--- src/rtl/tsc_pkg.sv ---
// Shared definitions for the TSC readout receiver: widths, defaults and FSM encoding.
package tsc_pkg;

  localparam int unsigned TSC_SAMPLE_W    = 8;
  localparam int unsigned TSC_TS_W        = 32;
  localparam int unsigned TSC_NUM_SAMPLES = 32;
  localparam int unsigned TSC_RDY_TIMEOUT = 64;
  localparam int unsigned TSC_IDX_W       = 8;

  localparam logic [2:0] ST_IDLE    = 3'd0;
  localparam logic [2:0] ST_ARMED   = 3'd1;
  localparam logic [2:0] ST_WAIT_CD = 3'd2;
  localparam logic [2:0] ST_REQ     = 3'd3;
  localparam logic [2:0] ST_RECV    = 3'd4;
  localparam logic [2:0] ST_DONE    = 3'd5;
  localparam logic [2:0] ST_ERR     = 3'd6;

  typedef enum logic [2:0] {
    S_IDLE    = ST_IDLE,
    S_ARMED   = ST_ARMED,
    S_WAIT_CD = ST_WAIT_CD,
    S_REQ     = ST_REQ,
    S_RECV    = ST_RECV,
    S_DONE    = ST_DONE,
    S_ERR     = ST_ERR
  } tsc_state_e;

endpackage

--- src/rtl/tsc_sipo.sv ---
// Serial-to-parallel converter for the TSC stream: MSB-first shift register with a bit counter.
module tsc_sipo #(
  parameter int unsigned W = 8
) (
  input  logic         clk,
  input  logic         reset,
  input  logic         en,
  input  logic         rdy,
  input  logic         sd,
  output logic [W-1:0] word_c,
  output logic         load_done,
  output logic         mid_abort
);

  localparam int unsigned CW = $clog2(W);

  logic [W-2:0] shreg;
  logic [CW-1:0] cnt;

  // The completed word includes the bit being presented this cycle.
  assign word_c    = {shreg, sd};
  assign load_done = en & rdy & (cnt == CW'(W - 1));
  assign mid_abort = en & ~rdy & (cnt != '0);

  always_ff @(posedge clk or negedge reset) begin
    if (!reset) begin
      shreg <= '0;
      cnt   <= '0;
    end else if (!en) begin
      cnt <= '0;
    end else if (rdy) begin
      shreg <= word_c[W-2:0];
      cnt   <= (cnt == CW'(W - 1)) ? '0 : cnt + CW'(1);
    end
  end

endmodule

--- src/rtl/tsc_readout_rx.sv ---
// Host-side TSC readout: arm, wait for trigger and cache-done, request the buffer and deserialise it.
module tsc_readout_rx
  import tsc_pkg::*;
#(
  parameter int unsigned NUM_SAMPLES = TSC_NUM_SAMPLES,
  parameter int unsigned SAMPLE_W    = TSC_SAMPLE_W,
  parameter int unsigned TS_W        = TSC_TS_W,
  parameter int unsigned RDY_TIMEOUT = TSC_RDY_TIMEOUT
) (
  input  logic                 clk,
  input  logic                 reset,
  input  logic                 arm,
  input  logic                 trd,
  input  logic                 cd,
  input  logic [TS_W-1:0]      trigtm,
  input  logic                 rdy,
  input  logic                 sd,
  output logic                 sbf,
  output logic [SAMPLE_W-1:0]  sample,
  output logic                 sample_vld,
  output logic [TSC_IDX_W-1:0] sample_idx,
  output logic [TS_W-1:0]      trig_ts,
  output logic                 busy,
  output logic                 done,
  output logic                 err
);

  localparam int unsigned TMO_W = $clog2(RDY_TIMEOUT + 1);

  tsc_state_e state, nxt;
  logic [TMO_W-1:0]     tmo_cnt;
  logic [TSC_IDX_W-1:0] idx;
  logic [SAMPLE_W-1:0]  word_c;
  logic                 load_done, mid_abort, in_rx, rearm;

  assign in_rx = (state == S_REQ) || (state == S_RECV);

  tsc_sipo #(.W(SAMPLE_W)) u_sipo (
    .clk       (clk),
    .reset     (reset),
    .en        (in_rx),
    .rdy       (rdy),
    .sd        (sd),
    .word_c    (word_c),
    .load_done (load_done),
    .mid_abort (mid_abort)
  );

  always_ff @(posedge clk or negedge reset) begin
    if (!reset) state <= S_IDLE;
    else        state <= nxt;
  end

  // Next-state logic; arm only has an effect in IDLE, DONE and ERR.
  always_comb begin
    nxt   = state;
    rearm = 1'b0;
    case (state)
      S_IDLE:    if (arm) nxt = S_ARMED;
      S_ARMED:   if (trd) nxt = cd ? S_REQ : S_WAIT_CD;
      S_WAIT_CD: if (cd) nxt = S_REQ;
      S_REQ: begin
        if (rdy)                                 nxt = S_RECV;
        else if (tmo_cnt == TMO_W'(RDY_TIMEOUT)) nxt = S_ERR;
      end
      S_RECV: begin
        if (mid_abort)                                                  nxt = S_ERR;
        else if (load_done && (idx == TSC_IDX_W'(NUM_SAMPLES - 1)))     nxt = S_DONE;
      end
      S_DONE, S_ERR: if (arm) nxt = S_ARMED;
      default:   nxt = S_IDLE;
    endcase
    if ((nxt == S_ARMED) && (state != S_ARMED)) rearm = 1'b1;
  end

  // Registered outputs, timeout and index counters.
  always_ff @(posedge clk or negedge reset) begin
    if (!reset) begin
      sbf        <= 1'b0;
      busy       <= 1'b0;
      done       <= 1'b0;
      err        <= 1'b0;
      sample_vld <= 1'b0;
      sample     <= '0;
      sample_idx <= '0;
      trig_ts    <= '0;
      tmo_cnt    <= '0;
      idx        <= '0;
    end else begin
      sbf        <= (state == S_REQ) && (nxt == S_REQ);
      busy       <= nxt inside {S_ARMED, S_WAIT_CD, S_REQ, S_RECV};
      done       <= (nxt == S_DONE);
      err        <= (nxt == S_ERR);
      sample_vld <= load_done;
      if (state != S_REQ)                          tmo_cnt <= '0;
      else if (tmo_cnt != TMO_W'(RDY_TIMEOUT))     tmo_cnt <= tmo_cnt + TMO_W'(1);
      if ((state == S_ARMED) && trd) trig_ts <= trigtm;
      if (rearm) begin
        idx        <= '0;
        sample_idx <= '0;
      end else if (load_done) begin
        sample     <= word_c;
        sample_idx <= idx;
        if (idx != '1) idx <= idx + TSC_IDX_W'(1);
      end
    end
  end

endmodule

--- config.mk ---
export PLATFORM = sky130hd
export DESIGN_NAME = tsc_readout_rx
export DESIGN_NICKNAME = d
export VERILOG_FILES = /design/src/rtl/tsc_pkg.sv /design/src/rtl/tsc_sipo.sv /design/src/rtl/tsc_readout_rx.sv
export SDC_FILE = /design/constraint.sdc
export NUM_CORES = 1
export LEC_CHECK = 0
export ABC_AREA = 1
export BUFFER_PORTS_ARGS = -buffer_cell sky130_fd_sc_hd__clkbuf_2
export CAP_MARGIN = 10
export CELL_PAD_IN_SITES_DETAIL_PLACEMENT = 1
export CELL_PAD_IN_SITES_GLOBAL_PLACEMENT = 2
export CORE_UTILIZATION = 32
export DETAILED_ROUTE_END_ITERATION = 10
export GPL_TIMING_DRIVEN = 0
export PLACE_DENSITY_LB_ADDON = 0.1
export SLEW_MARGIN = 0
export SYNTH_ARGS = -nofsm -noshare
export SYNTH_HDL_FRONTEND = slang
export SYNTH_SLANG_ARGS = --single-unit
--- constraint.sdc ---
create_clock -name clk -period 2.16 [get_ports clk]
set_input_delay 0.108 -clock clk [delete_from_list [all_inputs] [get_ports clk]]
set_output_delay 0.108 -clock clk [all_outputs]
set_load 0.05 [all_outputs]
**Word level (Yosys, flattened, before mapping)**

Cells that the tools add are included.

- Bits in read-only memories: 0
- Memories kept: 0
- Flip-flop bits (word level): 81
- Input port bits: 39
- Word-level logic and storage cells: 77
- Output and inout bits: 53
- RAM bits: 0
- Bits in latches: 0

- Multiplexer cells: 20
- Equality and inequality tests: 20
- Shift operators: 0
- Bitwise gates (word level): 6
- Reduce and logical (&&, ||, !) cells: 15
- Divide/modulo/power cells: 0
- Multiply operators: 0
- Add/sub/neg operators: 3
- Magnitude comparators: 0

Operator list:

| kind | count |
|---|---|
| 8-bit two-way mux | 5 |
| 3-bit two-way mux | 10 |
| 3-bit == test, second input constant | 7 |
| 3-bit case mux with 5 select lines | 1 |
| 7-bit two-way mux | 2 |
| 3-bit by 2-bit == test with 1-bit output, second input constant | 4 |
| 8-bit by 1-bit adder with 8-bit output, second input constant | 1 |
| 8-bit by 5-bit == test with 1-bit output, second input constant | 1 |
| 8-bit inequality test, second input constant | 1 |
| 7-bit by 1-bit adder with 7-bit output, second input constant | 1 |
| 7-bit == test, second input constant | 1 |
| 7-bit inequality test, second input constant | 1 |
| 3-bit by 1-bit == test with 1-bit output, second input constant | 2 |
| 2-bit AND reduction | 3 |
| 2-bit nonzero test | 3 |
| 1-bit AND | 4 |
| 1-bit logical AND | 4 |
| 4-bit nonzero test | 1 |
| 3-bit by 1-bit adder with 3-bit output, second input constant | 1 |
| 3-bit logical NOT | 1 |
| 3-bit by 1-bit inequality test with 1-bit output, second input constant | 1 |
| 3-bit by 2-bit inequality test with 1-bit output, second input constant | 1 |
| 3-bit nonzero test | 1 |
| 3-bit OR reduction | 1 |
| 4 further kinds | 6 |

**Longest topological paths before layout**

- Depth in word-level cells: 13
- Depth in mapped cells: 13
- Mapped depth without buffers: 12

**By module**

A second synthesis with hierarchy kept.

- Cells, all modules: 433
- Area, all modules: 3,613.5 µm²

Modules (own cells, without submodules):

| module | cells an instance | seq. area each (µm²) | times used | area an instance (µm²) |
|---|---|---|---|---|
| tsc_readout_rx | 377 | 1,776.7 | 1 | 3,138.0 |
| tsc_sipo | 56 | 250.2 | 1 | 475.5 |

**Least setup slack after synthesis**

Ideal clock, no wire load.

- Path kind: reg2reg
- Start point: register tmo_cnt[0]
- End point: register sample_idx[4]
- Buffers on the path: 1
- Arrival: 1.559 ns
- Period minus slack after synthesis: 1.679 ns
- Library setup time: 0.120 ns
- Path slack: 0.481 ns
- Cell stages (with the launch flop): 14
- Required time: 2.040 ns
- Path through: dfrtp_1 > inv_1 > ha_1 > nand2_1 > inv_1 > nand3_1 > nand3b_1 > nand2_1 > nand2_2 > nor2_4 > nand4_4 > buf_6 > nand3_1 > nand2_1

- Cells in the longest elaborated chain, start to end: 8
- Elaborated cells on any way between the ends: 9
- Classes of those cells: eq/ne (2); mux (5); reduce/logical (2)

RTL lines:

| item | RTL line | source |
|---|---|---|
| from (decl) | tsc_readout_rx.sv:31 | `logic [TMO_W-1:0] tmo_cnt;` |
| from (signal assigned) | tsc_readout_rx.sv:96 | `else if (tmo_cnt != TMO_W'(RDY_TIMEOUT)) tmo_cnt <= tmo_cnt + TMO_W'(1);` |
| 7-bit == test * | tsc_readout_rx.sv:64 | `else if (tmo_cnt == TMO_W'(RDY_TIMEOUT)) nxt = S_ERR;` |
| 3-bit two-way mux * | tsc_readout_rx.sv:64 |  |
| 3-bit two-way mux * | tsc_readout_rx.sv:63 | `if (rdy) nxt = S_RECV;` |
| 3-bit case mux with 5 select lines * | tsc_readout_rx.sv:58 | `case (state)` |
| named net nxt[2] | tsc_readout_rx.sv:30 | `tsc_state_e state, nxt;` |
| 3-bit by 1-bit == test with 1-bit output * | tsc_readout_rx.sv:73 | `if ((nxt == S_ARMED) && (state != S_ARMED)) rearm = 1'b1;` |
| 1-bit logical AND * | tsc_readout_rx.sv:73 |  |
| 1-bit two-way mux * | tsc_readout_rx.sv:73 |  |
| 8-bit two-way mux / 2-bit nonzero test (equally long branches) | - |  |
| to (signal assigned) | tsc_readout_rx.sv:103 | `sample_idx <= idx;` |
| to (decl) | tsc_readout_rx.sv:21 | `output logic [TSC_IDX_W-1:0] sample_idx,` |

The timed path passes the listed nets; every way through them passes the cells marked *.
A chain may end at the register's enable or synchronous reset.

**Worst setup path in the final report**

- Start point: register idx[0]
- End point: register sample_idx[6]

- Cells in the longest elaborated chain, start to end: 9
- Elaborated cells on any way between the ends: 10
- Classes of those cells: eq/ne (2); mux (5); reduce/logical (3)

RTL lines:

| item | RTL line | source |
|---|---|---|
| from (decl) | tsc_readout_rx.sv:32 | `logic [TSC_IDX_W-1:0] idx;` |
| from (signal assigned) | tsc_readout_rx.sv:104 | `if (idx != '1) idx <= idx + TSC_IDX_W'(1);` |
| 8-bit by 5-bit == test with 1-bit output * | tsc_readout_rx.sv:68 | `else if (load_done && (idx == TSC_IDX_W'(NUM_SAMPLES - 1))) nxt = S_DONE;` |
| 1-bit logical AND * | tsc_readout_rx.sv:68 |  |
| 3-bit two-way mux * | tsc_readout_rx.sv:68 |  |
| 3-bit two-way mux * | tsc_readout_rx.sv:67 | `if (mid_abort) nxt = S_ERR;` |
| 3-bit case mux with 5 select lines * | tsc_readout_rx.sv:58 |  |
| 3-bit by 1-bit == test with 1-bit output * | tsc_readout_rx.sv:73 |  |
| 1-bit logical AND * | tsc_readout_rx.sv:73 |  |
| 1-bit two-way mux * | tsc_readout_rx.sv:73 |  |
| 8-bit two-way mux / 2-bit nonzero test (equally long branches) | - |  |

Mark *: on every way between the ends. The rest lies on a longest branch, timed or not.

==> summary.md <==
| Metric | Value |
|---|---|
| Cell area after layout | 4770 um2 |
| Placed Area | 4170 um2 |
| Clock power share | 19.3% |
| Fin Setup TNS | 0 ns |
| Final slew viol count | 0 |
| Die extent in x | 107 um |
| # H-tree levels | 3 |
| LEAKAGE | 2.44 nW |
| Post-synthesis compound-gate area fraction | 4.52% |
| Clk Latency, worst-skew pair | 0.35 ns |
| Mapped Avg Cell Area | 10.3 um2 |
| Switching power | 0.00283 W |
| # port buffers | 91 |
| Main combinational cell family by area after synthesis | simple AND/OR/NAND/NOR gates |
| Initial antenna violation count | 0 |
| Synth Area in XOR/XNOR | 0.498% |
| Rows | 37 |
| CTS Buffer Depth | 2 |
| Crit path kind | reg2reg |
| Worst-path fanout max | 10 |
| Syn Inst Count | 343 |
| Fin nets | 527 |
| ANT nets after route | 0 |
| Post-synthesis mux area share | 10.9% |
| Share of post-route cells with drive strength above 1 | 32.9% |
| Syn. warnings | 0 |
| Startpoint types | flip-flop |
| Minimum clock period | 1.89 ns |
| Maxcap violations | 0 |
| Largest net degree at the start of global routing | 47 |
| Comb power frac | 46.4% |
| Final period utilization | 87.3% |
| CTS tree | done |
| Worst Tran Pin Value | 0.577 ns |
| Starting density of the core | 33.5% |
| Vias | 2770 |
| Core area | 10500 um2 |
| First-pass GRT wire length | 14.2 mm |
| Clock sink count | 81 |
| Overall Global Routing Usage | 15.9% |
| Share of power burned in registers | 34.3% |
| Post-synth top area cell | dfrtp_1 |
| DRT iter0 DRCs | 88 |
| Share of Yosys cell area claimed by the top area cell type | 57.7% |
| 1st-pass router iterations | 6 |
| Routed wire per std cell | 13.3 um |
| Async SR Flop Fraction | 100% |
| Ant diodes | 0 |
| CTS root buf | clkbuf_8 |
| RSZ-0062 raised after global routing | false |
| DPL Wire Length | 5.93 mm |
| Top-count cell post-synth | dfrtp_1 |
| Synth Register Bits | 81 |
| Seq/Total Area, Yosys | 57.7% |
| Num ports | 92 |
| Hold Path Class | in2reg |
| Inserted Clock Buffers | 9 |
| Crit end category | flip-flop |
| Synth unique cells | 28 |
| CP Data Required Time | 2.39 ns |
| P_int | 0.00360 W |
| Worst Skew | 0.00696 ns |
| Worst vdd ir | 0.714 mV |
| Synth top area cells | dfrtp_1 58%, mux2_2 11%, nand2_1 7.8%, nand3_1 4.1%, inv_1 4.0% |
| Setup violations, final | 0 |
| Final hold violations | 0 |
| Final GP Congestion | 0.752 |
| Mapped cell area | 3520 um2 |
| Full die area | 11400 um2 |
| Slew headroom | 61.5% |
| WP data arrival | 2.12 ns |
| Worst-path clk slew | 0.08 ns |
| Ys flop type | dfrtp_1 |
| Max Clk Rate | 0.530 GHz |
| Pwr Density | 1350 nW/um2 |
| Total routed wirelength | 8.28 mm |
| Post-Synth Simple-Gate Area | 18.9% |
| Synth Area in Adders | 2.14% |
| Post-synth EDFFs | 0 |
| Layout area overhead | 35.6% |
| Vias in the first global route | 2928 |
| Net Sw Frac | 44.0% |
| Die H | 107 um |
| GR Overflow Total | 0 |
| DR vias/cell | 4.45 |
| Post-synth top cells | 81 x dfrtp_1, 73 x nand2_1, 37 x inv_1 |
| Syn_nets | 388 |
| DRC errors left | 0 |
| Outcome | complete, no violations |
## flip-flops by register name (all words and copies together) (netlist names)
register      flops
sample            8
tmo_cnt           7
done              1
idx               8
busy              1
state             3
sbf               1
u_sipo.shreg      7
trig_ts          32
sample_idx        8
err               1
sample_vld        1
u_sipo.cnt        3
## final cells by class
cell class              instances  area [um2]
flip-flops and latches         81        2030
fillers                      1212        5740
multi-input cells             214        1300
clock inverters                 2        60.1
inverters                      40         150
well taps                     136         170
repair buffers                128         853
clock buffers                  14         163
plain buffers                   8        41.3
## power groups by stage
stage | combinational, W | sequential, W | clock [W]
4_1_cts | 0.00293 | 0.00221 | 0.00129
3_5_place_dp | 0.00288 | 0.00224 | 0
2_1_floorplan | 0.00102 | 0.00338 | 0
6_report | 0.00299 | 0.00221 | 0.00125
5_1_grt | 0.00322 | 0.00228 | 0.00136
3_3_place_gp | 0.00284 | 0.00221 | 0
## cells by family after synthesis
logic type	count (synthesis)
flip-flops	81
adder cells (fa/ha/maj)	6
AO/OA/AOI/OAI	30
AND/OR/NAND/NOR	142
multiplexers	34
XOR/XNOR	2
buffers and inverters	48
## per-stage QoR
| stage | std cells | utilization (%) | hold WS [ns] | worst slack, ns | total power, W |
|---|---|---|---|---|---|
| floorplan | 343 | - | -0.188 | 0.481 | 0.00440 |
| global placement | 570 | 39.4 | 0.336 | 0.0305 | 0.00505 |
| detailed placement | 571 | 39.7 | 0.155 | 0.129 | 0.00512 |
| CTS | 621 | 45.1 | 0.105 | 0.0998 | 0.00644 |
| global route | 623 | 45.4 | 0.139 | 0.0673 | 0.00686 |
| finish | 623 | 45.4 | 0.129 | 0.274 | 0.00644 |
## per-layer routing
metal,vias to the layer above,global-route usage [%],part of all wire (%)
li1,1385,-,-
met1,1313,20.4,47
met2,64,25.9,47
met3,8,3.95,4.6
met4,0,5.58,1.2
met5,-,0,0
## final timing paths
path | slack (ns) | endpoint | from | cells past startpoint
max | 0.27 | sample_idx[6] | idx[0] | 11
min | 0.13 | u_sipo.cnt[2] | rdy | 3
max reg2reg | 0.27 | sample_idx[6] | idx[0] | 11
min reg2reg | 0.48 | sample[7] | u_sipo.shreg[6] | 2
max in group asynchronous | 1.23 | sample_idx[6] | reset | 3
min in group asynchronous | 0.32 | tmo_cnt[2] | reset | 2
## layout by cell type (no fill, tap or decap), types with 2 or more instances in the layout
master,instances
clkbuf_8,11
nor2_1,20
clkbuf_2,90
inv_1,37
ha_1,6
bufinv_16,2
nand2_1,73
mux2_2,34
clkbuf_1,7
nand3_4,2
nand3b_1,2
nor3_1,6
nand3_1,28
buf_2,3
dlygate4sd3_1,34
nand2_2,4
a21oi_1,8
dfrtp_1,80
o21bai_1,2
inv_2,3
o21ai_0,18
## critical path, stage by stage (launching register included)
cell and delay, ns:
dfrtp_2 0.41, ha_1 0.19, nand2_1 0.09, nor2_1 0.15
nand3_1 0.13, o21bai_1 0.16, nand2_1 0.07, nand2_1 0.12
nand4_4 0.14, buf_6 0.18, nand3_1 0.06, nand2_1 0.06
## what timing repair did
item                                    CTS  global route
buffers inserted                          0             2
endpoints found under the setup margin    0            10
endpoints found under the hold margin    69             0
hold buffers                             34             0
resized for setup                         0             2
Power figures use the tool's default switching activity.
